$ cat src/rtl/gen_sched_pkg.sv
// Shared types and constants for the generator scheduler.
package gen_sched_pkg;

  localparam int unsigned DATA_W = 16;

  typedef enum logic [2:0] {
    IDLE,
    WAIT_TICK,
    ISSUE,
    WAIT_VALID,
    ERR
  } state_t;

  localparam logic SRC_FIB = 1'b0;
  localparam logic SRC_TMR = 1'b1;

  localparam logic [DATA_W-1:0] FIB_WRAP_DEF = 16'd46368;

endpackage

$ cat src/rtl/gen_scheduler_if.sv
// Generator handshake and display bus between the scheduler and its clients.
interface gen_scheduler_if;
  import gen_sched_pkg::*;

  logic              f_en;
  logic              f_clr;
  logic              f_valid;
  logic [DATA_W-1:0] f_out;
  logic              t_en;
  logic              t_clr;
  logic              t_valid;
  logic [DATA_W-1:0] t_out;
  logic [DATA_W-1:0] disp_data;
  logic              disp_src;
  logic              disp_valid;
  logic              busy;
  logic              err;

  modport master (
    output f_en, f_clr, t_en, t_clr, disp_data, disp_src, disp_valid, busy, err,
    input  f_valid, f_out, t_valid, t_out
  );

  modport slave (
    input  f_en, f_clr, t_en, t_clr, disp_data, disp_src, disp_valid, busy, err,
    output f_valid, f_out, t_valid, t_out
  );

endinterface

$ cat src/rtl/btn_rise.sv
// Rising-edge detector for a level input already synchronous to clk.
module btn_rise (
  input  logic clk,
  input  logic rst,
  input  logic din,
  output logic rising
);

  logic prev;

  always_ff @(posedge clk or negedge rst) begin
    if (!rst) prev <= 1'b0;
    else      prev <= din;
  end

  assign rising = din & ~prev;

endmodule

$ cat src/rtl/gen_scheduler.sv
// Paces the fibonacci and timer generators on a divided tick and shares one
// registered display path between them, with run/pause, source select and a watchdog.
module gen_scheduler
  import gen_sched_pkg::*;
#(
  parameter int unsigned       TICK_DIV = 5_000_000,
  parameter int unsigned       TIMEOUT  = 1024,
  parameter logic [DATA_W-1:0] FIB_WRAP = FIB_WRAP_DEF
) (
  input logic             clk,
  input logic             rst,
  input logic             run_btn,
  input logic             sel_btn,
  gen_scheduler_if.master bus
);

  localparam int unsigned TICK_W = (TICK_DIV > 1) ? $clog2(TICK_DIV) : 1;
  localparam int unsigned WD_W   = (TIMEOUT > 1) ? $clog2(TIMEOUT) : 1;
  localparam logic [TICK_W-1:0] TICK_LAST = TICK_W'(TICK_DIV - 1);
  localparam logic [WD_W-1:0]   WD_LAST   = WD_W'(TIMEOUT - 1);

  state_t state, state_nxt;

  logic run_rise, sel_rise_raw, sel_rise;
  logic running, tick;
  logic [TICK_W-1:0] tick_cnt;
  logic [WD_W-1:0]   wd_cnt;
  logic wrap_issue, cur_valid;
  logic [DATA_W-1:0] cur_out;

  logic f_en_q, f_clr_q, t_en_q, t_clr_q, disp_valid_q, disp_src_q, busy_q, err_q;
  logic f_en_d, f_clr_d, t_en_d, t_clr_d, disp_valid_d, disp_src_d, busy_d, err_d;
  logic [DATA_W-1:0] disp_data_q, disp_data_d;
  logic sel_pending, sel_pending_d, wrap_pending, wrap_pending_d;

  btn_rise u_run_rise (.clk(clk), .rst(rst), .din(run_btn), .rising(run_rise));
  btn_rise u_sel_rise (.clk(clk), .rst(rst), .din(sel_btn), .rising(sel_rise_raw));

  // A run edge always wins over a simultaneous select edge.
  assign sel_rise = sel_rise_raw & ~run_rise;

  assign running    = (state == WAIT_TICK) || (state == ISSUE) || (state == WAIT_VALID);
  assign tick       = running && (tick_cnt == TICK_LAST);
  assign wrap_issue = (disp_src_q == SRC_FIB) && wrap_pending;
  assign cur_valid  = (disp_src_q == SRC_TMR) ? bus.t_valid : bus.f_valid;
  assign cur_out    = (disp_src_q == SRC_TMR) ? bus.t_out   : bus.f_out;

  // Tick divider; held at zero while stopped so the first tick is a full period after run.
  always_ff @(posedge clk or negedge rst) begin
    if (!rst)                       tick_cnt <= '0;
    else if (!running || tick)      tick_cnt <= '0;
    else                            tick_cnt <= tick_cnt + TICK_W'(1);
  end

  // Watchdog counts from the strobe cycle onward.
  always_ff @(posedge clk or negedge rst) begin
    if (!rst)                                         wd_cnt <= '0;
    else if ((state == ISSUE) || (state == WAIT_VALID)) wd_cnt <= wd_cnt + WD_W'(1);
    else                                              wd_cnt <= '0;
  end

  always_ff @(posedge clk or negedge rst) begin
    if (!rst) state <= IDLE;
    else      state <= state_nxt;
  end

  always_comb begin
    state_nxt = state;
    case (state)
      IDLE:       if (run_rise) state_nxt = WAIT_TICK;
      WAIT_TICK: begin
        if (run_rise)                          state_nxt = IDLE;
        else if (!(sel_rise || sel_pending) && tick) state_nxt = ISSUE;
      end
      ISSUE:      state_nxt = wrap_issue ? WAIT_TICK : WAIT_VALID;
      WAIT_VALID: begin
        if (run_rise)               state_nxt = IDLE;
        else if (cur_valid)         state_nxt = WAIT_TICK;
        else if (wd_cnt == WD_LAST) state_nxt = ERR;
      end
      ERR:        if (run_rise) state_nxt = IDLE;
      default:    state_nxt = IDLE;
    endcase
  end

  // Next values for every registered output and the pending flags.
  always_comb begin
    f_en_d         = 1'b0;
    f_clr_d        = 1'b0;
    t_en_d         = 1'b0;
    t_clr_d        = 1'b0;
    disp_valid_d   = 1'b0;
    disp_data_d    = disp_data_q;
    disp_src_d     = disp_src_q;
    sel_pending_d  = sel_pending;
    wrap_pending_d = wrap_pending;
    busy_d         = (state_nxt != IDLE) && (state_nxt != ERR);
    err_d          = (state_nxt == ERR);
    case (state)
      IDLE: if (sel_rise) disp_src_d = ~disp_src_q;
      WAIT_TICK: begin
        if (!run_rise) begin
          if (sel_rise || sel_pending) begin
            disp_src_d    = ~disp_src_q;
            sel_pending_d = 1'b0;
          end else if (tick) begin
            if (wrap_issue)                   f_clr_d = 1'b1;
            else if (disp_src_q == SRC_TMR)   t_en_d  = 1'b1;
            else                              f_en_d  = 1'b1;
          end
        end
      end
      ISSUE: begin
        if (sel_rise) sel_pending_d = 1'b1;
        if (wrap_issue) begin
          disp_data_d    = '0;
          disp_valid_d   = 1'b1;
          wrap_pending_d = 1'b0;
        end
      end
      WAIT_VALID: begin
        if (!run_rise) begin
          if (sel_rise) sel_pending_d = 1'b1;
          if (cur_valid) begin
            disp_data_d  = cur_out;
            disp_valid_d = 1'b1;
            if ((disp_src_q == SRC_FIB) && (bus.f_out == FIB_WRAP)) wrap_pending_d = 1'b1;
          end
        end
      end
      ERR: begin
        if (run_rise) begin
          f_clr_d        = 1'b1;
          t_clr_d        = 1'b1;
          wrap_pending_d = 1'b0;
        end
      end
      default: ;
    endcase
  end

  always_ff @(posedge clk or negedge rst) begin
    if (!rst) begin
      f_en_q       <= 1'b0;
      f_clr_q      <= 1'b0;
      t_en_q       <= 1'b0;
      t_clr_q      <= 1'b0;
      disp_valid_q <= 1'b0;
      disp_src_q   <= SRC_FIB;
      disp_data_q  <= '0;
      busy_q       <= 1'b0;
      err_q        <= 1'b0;
      sel_pending  <= 1'b0;
      wrap_pending <= 1'b0;
    end else begin
      f_en_q       <= f_en_d;
      f_clr_q      <= f_clr_d;
      t_en_q       <= t_en_d;
      t_clr_q      <= t_clr_d;
      disp_valid_q <= disp_valid_d;
      disp_src_q   <= disp_src_d;
      disp_data_q  <= disp_data_d;
      busy_q       <= busy_d;
      err_q        <= err_d;
      sel_pending  <= sel_pending_d;
      wrap_pending <= wrap_pending_d;
    end
  end

  assign bus.f_en       = f_en_q;
  assign bus.f_clr      = f_clr_q;
  assign bus.t_en       = t_en_q;
  assign bus.t_clr      = t_clr_q;
  assign bus.disp_valid = disp_valid_q;
  assign bus.disp_src   = disp_src_q;
  assign bus.disp_data  = disp_data_q;
  assign bus.busy       = busy_q;
  assign bus.err        = err_q;

endmodule

$ cat src/flat_wrapper.sv
// flat-port wrapper written by rule: the top's interface ports become plain ports
module gen_scheduler_flat import gen_sched_pkg::*;
#(
  parameter int unsigned       TICK_DIV = 5_000_000,
  parameter int unsigned       TIMEOUT  = 1024,
  parameter logic [DATA_W-1:0] FIB_WRAP = FIB_WRAP_DEF
)
  (clk, rst, run_btn, sel_btn, bus_f_en, bus_f_clr, bus_t_en, bus_t_clr, bus_disp_data, bus_disp_src, bus_disp_valid, bus_busy, bus_err, bus_f_valid, bus_f_out, bus_t_valid, bus_t_out);
  gen_scheduler_if bus_i ();
  input logic clk;
  input logic rst;
  input logic run_btn;
  input logic sel_btn;
  output wire logic [$bits(bus_i.f_en)-1:0] bus_f_en;
  output wire logic [$bits(bus_i.f_clr)-1:0] bus_f_clr;
  output wire logic [$bits(bus_i.t_en)-1:0] bus_t_en;
  output wire logic [$bits(bus_i.t_clr)-1:0] bus_t_clr;
  output wire logic [$bits(bus_i.disp_data)-1:0] bus_disp_data;
  output wire logic [$bits(bus_i.disp_src)-1:0] bus_disp_src;
  output wire logic [$bits(bus_i.disp_valid)-1:0] bus_disp_valid;
  output wire logic [$bits(bus_i.busy)-1:0] bus_busy;
  output wire logic [$bits(bus_i.err)-1:0] bus_err;
  input wire logic [$bits(bus_i.f_valid)-1:0] bus_f_valid;
  input wire logic [$bits(bus_i.f_out)-1:0] bus_f_out;
  input wire logic [$bits(bus_i.t_valid)-1:0] bus_t_valid;
  input wire logic [$bits(bus_i.t_out)-1:0] bus_t_out;
  assign bus_f_en = bus_i.f_en;
  assign bus_f_clr = bus_i.f_clr;
  assign bus_t_en = bus_i.t_en;
  assign bus_t_clr = bus_i.t_clr;
  assign bus_disp_data = bus_i.disp_data;
  assign bus_disp_src = bus_i.disp_src;
  assign bus_disp_valid = bus_i.disp_valid;
  assign bus_busy = bus_i.busy;
  assign bus_err = bus_i.err;
  assign bus_i.f_valid = bus_f_valid;
  assign bus_i.f_out = bus_f_out;
  assign bus_i.t_valid = bus_t_valid;
  assign bus_i.t_out = bus_t_out;
  gen_scheduler #(.TICK_DIV(TICK_DIV), .TIMEOUT(TIMEOUT), .FIB_WRAP(FIB_WRAP)) u_core (.clk(clk), .rst(rst), .run_btn(run_btn), .sel_btn(sel_btn), .bus(bus_i));
endmodule
$ cat config.mk
export PLATFORM = sky130hd
export DESIGN_NAME = gen_scheduler_flat
export DESIGN_NICKNAME = d
export VERILOG_FILES = /design/src/rtl/gen_sched_pkg.sv /design/src/rtl/gen_scheduler_if.sv /design/src/rtl/btn_rise.sv /design/src/rtl/gen_scheduler.sv /design/src/flat_wrapper.sv
export SDC_FILE = /design/constraint.sdc
export NUM_CORES = 1
export LEC_CHECK = 0
export BUFFER_PORTS_ARGS = -buffer_cell sky130_fd_sc_hd__buf_2
export CORE_ASPECT_RATIO = 0.75
export CORE_MARGIN = 5
export CORE_UTILIZATION = 50
export DETAILED_ROUTE_END_ITERATION = 6
export GPL_TIMING_DRIVEN = 0
export HOLD_SLACK_MARGIN = 0.03
export PLACE_DENSITY = 0.8
export SYNTH_ARGS = -nofsm -noshare
export SYNTH_HDL_FRONTEND = slang
export SYNTH_SLANG_ARGS = --single-unit
export TNS_END_PERCENT = 50
$ cat constraint.sdc
create_clock -name clk -period 1.7 [get_ports clk]
set_clock_uncertainty 0.1 [all_clocks]
set_input_delay 0.34 -clock clk [delete_from_list [all_inputs] [get_ports clk]]
set_output_delay 0.34 -clock clk [all_outputs]
set_load 0.02 [all_outputs]
# [Word level (Yosys, flattened, before mapping)]
# Cells that the tools add are included.
[totals] elab_cells=118 out_inout_bits=24 inputBits=38 reg_bits=64
[classes] reduce_logical=22 addsub=2 n_bitwise=7 n_mux=54 eq_ne=17
[op_table] op="two-way mux 16 bit" count=4
[op_table] op="two-way mux 1 bit" count=33
[op_table] op="case mux 16 bit (2 select lines)" count=1
[op_table] op="adder 23 x 1 -> 23 bit (second input constant)" count=1
[op_table] op="== test 23 bit (second input constant)" count=1
[op_table] op="two-way mux 23 bit" count=1
[op_table] op="two-way mux 3 bit" count=7
[op_table] op="== test 16 bit (second input constant)" count=1
[op_table] op="case mux 3 bit (5 select lines)" count=1
[op_table] op="AND reduction 4 bit" count=3
[op_table] op="adder 10 x 1 -> 10 bit (second input constant)" count=1
[op_table] op="== test 10 bit (second input constant)" count=1
[op_table] op="two-way mux 10 bit" count=1
[op_table] op="nonzero test 3 bit" count=3
[op_table] op="!= test 2 x 1 -> 1 bit (second input constant)" count=4
[op_table] op="!= test 2 bit (second input constant)" count=4
[op_table] op="== test 3 x 2 -> 1 bit (second input constant)" count=2
[op_table] op="== test 3 bit (second input constant)" count=2
[op_table] op="case mux 1 bit (2 select lines)" count=3
[op_table] op="case mux 1 bit (3 select lines)" count=2
[op_table] op="AND reduction 6 bit" count=1
[op_table] op="logical AND 1 bit" count=5
[op_table] op="logical OR 1 bit" count=5
[op_table] op="NOT 1 bit" count=4
[op_table] op="other kinds (7)" count=11

# [Logic depth before layout (Yosys ltp)]
# Gate-level depths: netlist (run 1).
[logic_depth] ltp_word=12 ltp_mapped=7 ltp_nobuf=5

# [Modules after synthesis]
# A second synthesis (run 1) with hierarchy kept.
[hier_totals] hier_cells=313 area_unflattened_um2=3139.3
[by_module_without_submodules] module="gen_scheduler" instances=1 area_per_inst_um2=3061.7 cells_each=309 seq_area_each_um2=1551.5
[by_module_without_submodules] module="btn_rise" instances=2 area_per_inst_um2=38.8 cells_each=2 seq_area_each_um2=25.0

# [Worst setup path after synthesis (run 1)]
# Ideal clock, no wire load.
[synth_path] path_kind="register to register" from="register u_core.disp_src_q (netlist: u_core.bus.disp_src)" to="register u_core.disp_data_q[10] (netlist: u_core.bus.disp_data[10])" arrival_time_ns=1.674 required_ns=1.475 stages_incl_launch_ff=7 setup_slack_ns=-0.199 period_less_slack_ns=1.899 path_buffers=2 setup_time_ns=0.125 path_cell_list="dfrtp_1 > mux2i_1 > nor3b_1 > o21a_1 > buf_2 > buf_2 > mux2_2"
[synth_via] elab_chain_len=4 word_cells_on_any_way=10 cone_classes="eq/ne (2); mux (5); bitwise (1); reduce/logical (2)"
[synth_rtl] element="from (decl)" line="gen_scheduler.sv:31" source="logic f_en_q, f_clr_q, t_en_q, t_clr_q, disp_valid_q, disp_src_q, busy_q, err_q;"
[synth_rtl] element="from (signal assigned)" line="gen_scheduler.sv:161" source="disp_src_q <= disp_src_d;"
[synth_rtl] element="two-way mux 16 bit or NOT 1 bit (tied branches)" line="gen_scheduler.sv:46, gen_scheduler.sv:44"
[synth_rtl] element="two-way mux 16 bit or logical AND 1 bit (tied branches)" line="gen_scheduler.sv:124, gen_scheduler.sv:44"
[synth_rtl] element="two-way mux 16 bit or != test 2 x 1 -> 1 bit (tied branches)"
[synth_rtl] element="case mux 16 bit (2 select lines) or AND reduction 4 bit (tied branches)"
[synth_rtl] element="to (signal assigned)" line="gen_scheduler.sv:162" source="disp_data_q <= disp_data_d;"
[synth_rtl] element="to (decl)" line="gen_scheduler.sv:33" source="logic [DATA_W-1:0] disp_data_q, disp_data_d;"
# Several ways; a longest one is shown, not always the timed one. The select of a mux whose other input is x is not followed.
# A chain may end at the register's enable or synchronous reset.

# [Worst setup path after layout (run 1)]
[layout_path] from="register u_core.tick_cnt[13]" to="register u_core.tick_cnt[18]"
[layout_via] elab_chain_len=4 word_cells_on_any_way=5 cone_classes="add/sub (1); eq/ne (1); mux (1); reduce/logical (2)"
[layout_rtl] element="from (decl)" line="gen_scheduler.sv:26" source="logic [TICK_W-1:0] tick_cnt;"
[layout_rtl] element="from (signal assigned)" line="gen_scheduler.sv:52" source="else tick_cnt <= tick_cnt + TICK_W'(1);"
[layout_rtl] element="branches (longest 3 deep; another with adder 23 x 1 -> 23 bit)"
[layout_rtl] element="two-way mux 23 bit *" line="gen_scheduler.sv:51" source="else if (!running || tick) tick_cnt <= '0;"
# Mark *: on every way between the ends.

==> impl_metrics.toml, run 1 <==
[global_routing]
grt_pass1_wl_um = 13060
grt_overflow = 0
grt_pass1_vias = 2738
grt_max_degree = 41
grt_usage_pct = 20.95
antenna_found_initial = 0

[flow_run]
cap_violations = 0

[cells_and_area]
final_util_pct = 67.56
final_nets = 444
diodes = 0
seqCellArea_um2 = 1610
drive_above_1_share_pct = 39.66
nFillCells = 468
multi_input_area_um2 = 1638
area_delta_synth_final_pct = 33.53

[routing]
avgRoutedWirePerCell_um = 16.42
drc = 0
routed-via-count = 2695
routed_wl_um = 7998
routed_via_density = 5.534
dr.first_iter.drc_count = 138
first_pass_iters = 4
ant_nets = 0

[clock_tree]
cts.sinks = 64
cts_buffers = 9
clock_path_buffers = 2
cts_tree = "yes"
htreeDepth = 3
insertion_delay_ns = 0.34
ctsRootBufferMaster = "clkbuf_8"
path_clk_slew_ns = 0.07

[logic_synthesis]
synth-seq-cells = 64
syn_nets = 346
async_reset_ff_share_pct = 100.0
ys.warnings.count = 0
syn_area_per_cell_um2 = 10.29
synth.distinct_cells = 40
seq_area_frac_synth_pct = 50.85
syn_inst = 306
synth_edf_count = 0
syn-cell-area_um2 = 3149
synth_ff_type = "dfrtp_1"

[placed_design]
hpwlAfterDp_um = 5230
place.gp.congestion = 0.8715
port_buffers = 61

[floorplan]
die-area_um2 = 8002
io_pins = 62
fp.dieH_um = 78.73
die_w_um = 101.6
core_um2 = 6225
num_rows = 25
initial_utilization_pct = 50.59

[sta]
slew_headroom_pct = 61.20
finalHoldViolations = 0
fmax_ghz = 0.5494
finalCritPeriodShare_pct = 107.1
rsz0062_at_grt = "yes"
period_needed_ns = 1.820
setup_viol = 24
finalWorstSetupSlack_ns = -0.1201
slew_violations = 0
worst_pin_slew_ns = 0.5820

[critical_path]
end_kind = "flip-flop"
worstPathRequired_ns = 1.87
start_kind = "flip-flop"
reg2reg_slack_ns = -0.12
crit_arrival_ns = 1.99
crit_fanout = 6
path_class = "flip-flop to flip-flop"

[power]
p_sw_share_pct = 26.96
p_clk_share_pct = 34.1
power_mw = 3.497
cellLeakagePower_nw = 2.023
p_int_mw = 2.554
seq_power_share_pct = 46.0
pwr-share-comb_pct = 19.9
powerDensity_nw_per_um2 = 831.6
vdd_ir_drop_max_mv = 0.4714
switchingPower_uw = 942.7

[run_status]
violations = "negative setup slack"
status = "finished with violations"

[worst_hold_path]
hold_class = "primary input to flip-flop"
-- power by group through the flow --
stage / clock network (mW) / logic (mW) / registers (mW)
floorplan: 0 / 0.381 / 1.65
global placement: 0 / 0.566 / 1.64
detailed placement: 0 / 0.588 / 1.64
CTS: 1.22 / 0.685 / 1.61
global route: 1.29 / 0.763 / 1.62
finish: 1.19 / 0.697 / 1.61
-- final timing paths --
check | start | endpoint | cells past startpoint
setup / recovery | u_core.tick_cnt[13]$_DFF_PN0_ | u_core.tick_cnt[18]$_DFF_PN0_ | 4
hold / removal | run_btn | u_core.u_run_rise.prev$_DFF_PN0_ | 1
setup reg to reg | u_core.tick_cnt[13]$_DFF_PN0_ | u_core.tick_cnt[18]$_DFF_PN0_ | 4
hold reg to reg | u_core.tick_cnt[0]$_DFF_PN0_ | u_core.tick_cnt[0]$_DFF_PN0_ | 1
max in group asynchronous | rst | u_core.state[2]$_DFF_PN0_ | 3
min in group asynchronous | rst | u_core.bus.disp_data[6]$_DFFE_PN0P_ | 2
-- per-layer routing --
| metal | share of wire (%) | GRT usage [%] | up-vias | wire length (um) |
|---|---|---|---|---|
| li1 | - | - | 1284 | - |
| met1 | 44 | 27.64 | 1313 | 3505 |
| met2 | 48 | 32.57 | 89 | 3876 |
| met3 | 6.7 | 7.199 | 9 | 534 |
| met4 | 1.0 | 6.507 | 0 | 81 |
| met5 | 0 | 0 | - | 0 |
-- cell usage in the layout, fill, tap and decap left out, drive strengths merged, types with 2 or more instances in the layout --
cell type    netlist  final
a211o              2      2
a21o               2      2
a21oi             16     16
and2               3      3
and3               7      7
and4               5      5
buf                5     94
clkbuf            10     19
dfrtp             64     64
dlygate4sd3        0      2
ha                 2      2
inv                5      5
mux2              16     16
mux2i             17     17
nand2             13     13
nand2b             3      3
nand3             13     13
nand4              9      9
nor2              49     49
nor2b              4      4
nor4               2      2
nor4b              5      5
o21ai              6      6
o31ai              7      7
or3                5      5
or4                7      7
xnor2              6      6
xor2              13     13
-- metrics by stage --
stage / instances / worst slack (ns) / instance area [um2] / setup TNS (ns) / hold WS, ns
2_1_floorplan: 306 / -0.03103 / 3189 / -0.1802 / -0.05559
3_3_place_gp: 448 / -0.3681 / 3596 / -12.14 / 0.3383
3_5_place_dp: 449 / -0.4441 / 3616 / -13.13 / 0.2697
4_1_cts: 483 / -0.09008 / 4080 / -1.023 / 0.03520
5_1_grt: 487 / -0.1372 / 4205 / -2.945 / 0.06253
6_report: 487 / -0.1201 / 4205 / -0.6120 / 0.08330
-- kinds of logic after synthesis --
group | Yosys count | share of synthesized area [%]
and+or+nand+nor | 130 | 21.97
adders and majority gates | 2 | 0.7945
muxes | 33 | 11.12
DFF | 64 | 50.85
AOI/OAI and AO/OA | 38 | 7.390
buffers and inverters | 20 | 2.583
xor gates and xnor gates | 19 | 5.284
-- state kept, by name (all words and copies together) (netlist names), 3 cells and up --
name,flops
u_core.bus.disp_data,16
u_core.state,3
u_core.tick_cnt,23
u_core.wd_cnt,10
-- critical path: stages, from the launching register on --
cell	delay [ns]
dfrtp_2	0.42
nand4_1	0.18
or3b_4	0.47
or4_4	0.43
a21oi_2	0.13
-- repair_timing --
item / CTS / global route
resized for setup: 34 / 24
setup endpoints to repair: 46 / 45
setup buffers: 21 / 4
hold buffers: 2 / 0
endpoints found under the hold margin: 25 / 0
pin swaps: 19 / 12
cloned: 0 / 0
-- layout make-up --
cell class / count / area share [%]
Multi-Input combinational cell: 222 / 38.95
Sequential cell: 64 / 38.29
Timing Repair Buffer: 89 / 12.67
Clock buffer: 13 / 4.255
Buffer: 13 / 2.975
Tap cell: 81 / 2.410
Inverter: 5 / 0.4463
-- synthesized netlist by cell type (2+ instances only) --
| cell type | n | area (um2) |
|---|---|---|
| inv_1 | 5 | 18.77 |
| or4_1 | 7 | 52.55 |
| and3_1 | 6 | 37.54 |
| nand3_1 | 13 | 65.06 |
| o21ai_0 | 5 | 25.02 |
| mux2i_1 | 17 | 170.2 |
| nor2b_1 | 4 | 25.02 |
| buf_2 | 5 | 25.02 |
| xnor2_1 | 6 | 52.55 |
| dfrtp_1 | 64 | 1602 |
| nand2_1 | 13 | 48.80 |
| or3_1 | 5 | 31.28 |
| and2_1 | 3 | 18.77 |
| mux2_2 | 16 | 180.2 |
| ha_1 | 2 | 25.02 |
| clkbuf_1 | 10 | 37.54 |
| a21o_1 | 2 | 15.01 |
| nand2b_1 | 3 | 18.77 |
| a21oi_1 | 16 | 80.08 |
| and4_1 | 4 | 35.03 |
| nor4b_1 | 5 | 43.79 |
| xor2_1 | 13 | 113.9 |
| a211o_1 | 2 | 17.52 |
| nand4_1 | 9 | 56.30 |
| nor2_1 | 49 | 183.9 |
| o31ai_1 | 7 | 52.55 |
| nor4_1 | 2 | 12.51 |
(Power assumes the default switching activity.)
==> inputs of run 2 (changes only) <==
- CORE_UTILIZATION: 50 -> 55
- PLACE_DENSITY: 0.8 -> 0.84
- clock period: 1.7 -> 2 ns (I/O delays scaled with it)
==> run 2 against run 1 <==
Compared with the run above: the flow now finishes without violations; via count is 2.3% lower; first-iteration DRC count is 96% higher; utilization is 2.2 points higher; global-route usage is 0.44 points lower; sequential cell count stayed put; sequential share of layout area is 3.9 points higher; sequential power is 14% lower; largest power group unchanged; clock power is 17% lower; setup slack better by 0.18 ns; design area is 9.7% lower; hold slack worse by 0.035 ns.
==> impl_metrics.toml, run 2 (synthesis results as in run 1) <==
[routing]
routed_via_density = 5.787
first_pass_iters = 6
dr_wl_met2_um = 3292
ant_nets = 0
drc = 0
dr.first_iter.drc_count = 270
routed-via-count = 2633
drt-met1-wl_um = 3285
avgRoutedWirePerCell_um = 16.02
routed_wl_um = 7289
maxUsedRoutingLayer = "met4"
met3_length_um = 604

[critical_path]
cp_slowest_stage_delay_ns = 0.46
end_kind = "flip-flop"
crit_fanout = 10
crit_arrival_ns = 2.05
reg2reg_slack_ns = 0.06
start_kind = "flip-flop"
worstPathRequired_ns = 2.11
crit_chain = "mux2i_2 -> nor3b_2 -> o21a_1 -> buf_4 -> buf_6 -> mux2_2"
slowest_stage = "dfrtp_2"
path_class = "flip-flop to flip-flop"

[clock_tree]
ctsRootBufferMaster = "clkbuf_8"
insertion_delay_ns = 0.33
cts.sinks = 64
cts_tree = "yes"
cts_buffers = 9
clock_path_buffers = 2
path_clk_slew_ns = 0.06
htreeDepth = 3

[cells_and_area]
largest_reg_flops = 23
nFillCells = 392
regMostFlops = "u_core.tick_cnt"
diodes = 0
drive_above_1_share_pct = 28.42
fin_cells = 455
final_util_pct = 69.80
mostFrequentLayoutCells = "63 x dfrtp_1, 62 x buf_2, 49 x nor2_1"
final_nets = 417
final_common_cell = "dfrtp_1"
area_delta_synth_final_pct = 20.54

[power]
powerDensity_nw_per_um2 = 758.1
vdd_ir_drop_max_mv = 0.5670
cellLeakagePower_nw = 1.846

[floorplan]
io_pins = 62
die_w_um = 97.38
initial_utilization_pct = 57.90
num_rows = 23
fp.dieH_um = 75.53
core_um2 = 5439
die-area_um2 = 7355

[global_routing]
grt_overflow = 0
grt_usage_pct = 20.51
grt_pass1_wl_um = 11900
grt_max_degree = 65
antenna_found_initial = 0
grt_pass1_vias = 2568

[sta]
period_needed_ns = 1.941
finalHoldViolations = 0
setup_viol = 0
rsz0062_at_grt = "yes"
slew_headroom_pct = 47.97
finalCritPeriodShare_pct = 97.05
slew_violations = 0
worst_pin_slew_ns = 0.7804
fin_hold_ws_ns = 0.04876
fmax_ghz = 0.5152
setup_tns_ns = 0

[worst_hold_path]
hold_class = "primary input to asynchronous set/reset pin"

[placed_design]
place.gp.congestion = 0.8426
placed_cells = 442
port_buffers = 61
hpwlAfterDp_um = 5202

[flow_run]
cap_violations = 0

[run_status]
status = "finished, final reports clean"
run 2: area by class of cell:
type	count	area [um2]	share of cell area, %
Tap cell	75	93.84	2.472
Timing Repair Buffer	62	315.3	8.306
Buffer	13	70.07	1.846
Inverter	5	18.77	0.4944
Sequential cell	64	1603	42.22
Multi-Input combinational cell	222	1523	40.11
Clock buffer	14	172.7	4.548
run 2: repair_timing:
action	CTS	global route
gates resized for setup	8	11
pin swaps	0	3
setup buffers	0	1
endpoints found under the hold margin	0	0
setup endpoints to repair	34	33
hold buffers	0	0
run 2: final timing paths:
check | start | end | cells past startpoint
max in group asynchronous | rst | u_core.bus.disp_src$_DFFE_PN0P_ | 1
max reg2reg | u_core.bus.disp_src$_DFFE_PN0P_ | u_core.bus.disp_data[13]$_DFFE_PN0P_ | 6
min reg2reg | u_core.tick_cnt[0]$_DFF_PN0_ | u_core.tick_cnt[0]$_DFF_PN0_ | 1
max | u_core.bus.disp_src$_DFFE_PN0P_ | u_core.bus.disp_data[13]$_DFFE_PN0P_ | 6
min | rst | u_core.bus.disp_data[9]$_DFFE_PN0P_ | 1
min in group clk | sel_btn | u_core.u_sel_rise.prev$_DFF_PN0_ | 1
run 2: power by group:
| group | switching [mW] | internal (mW) |
|---|---|---|
| registers | 0.0437 | 1.33 |
| clock network | 0.447 | 0.539 |
| logic | 0.295 | 0.220 |
| total | 0.785 | 2.09 |
run 2: per-layer routing:
metal,global-route usage (%),up-vias
met1,27.56,1272
met5,0,-
li1,-,1231
met4,5.530,0
met3,7.319,16
met2,32.19,114
run 2: through the flow:
step	worst slack, ns	area, um2	power [mW]
floorplan	0.08979	3149	1.721
global placement	-0.3454	3548	1.864
detailed placement	-0.3695	3551	1.877
CTS	0.01421	3757	2.865
global route	-0.01467	3796	3.022
finish	0.05892	3796	2.878
run 2: critical path: cells and delay by family, from the launching register on:
family,cells,cell delay [ns]
simple gates,1,0.21
buf+inv,2,0.35
flops,1,0.46
compound gates,1,0.16
mux,2,0.54
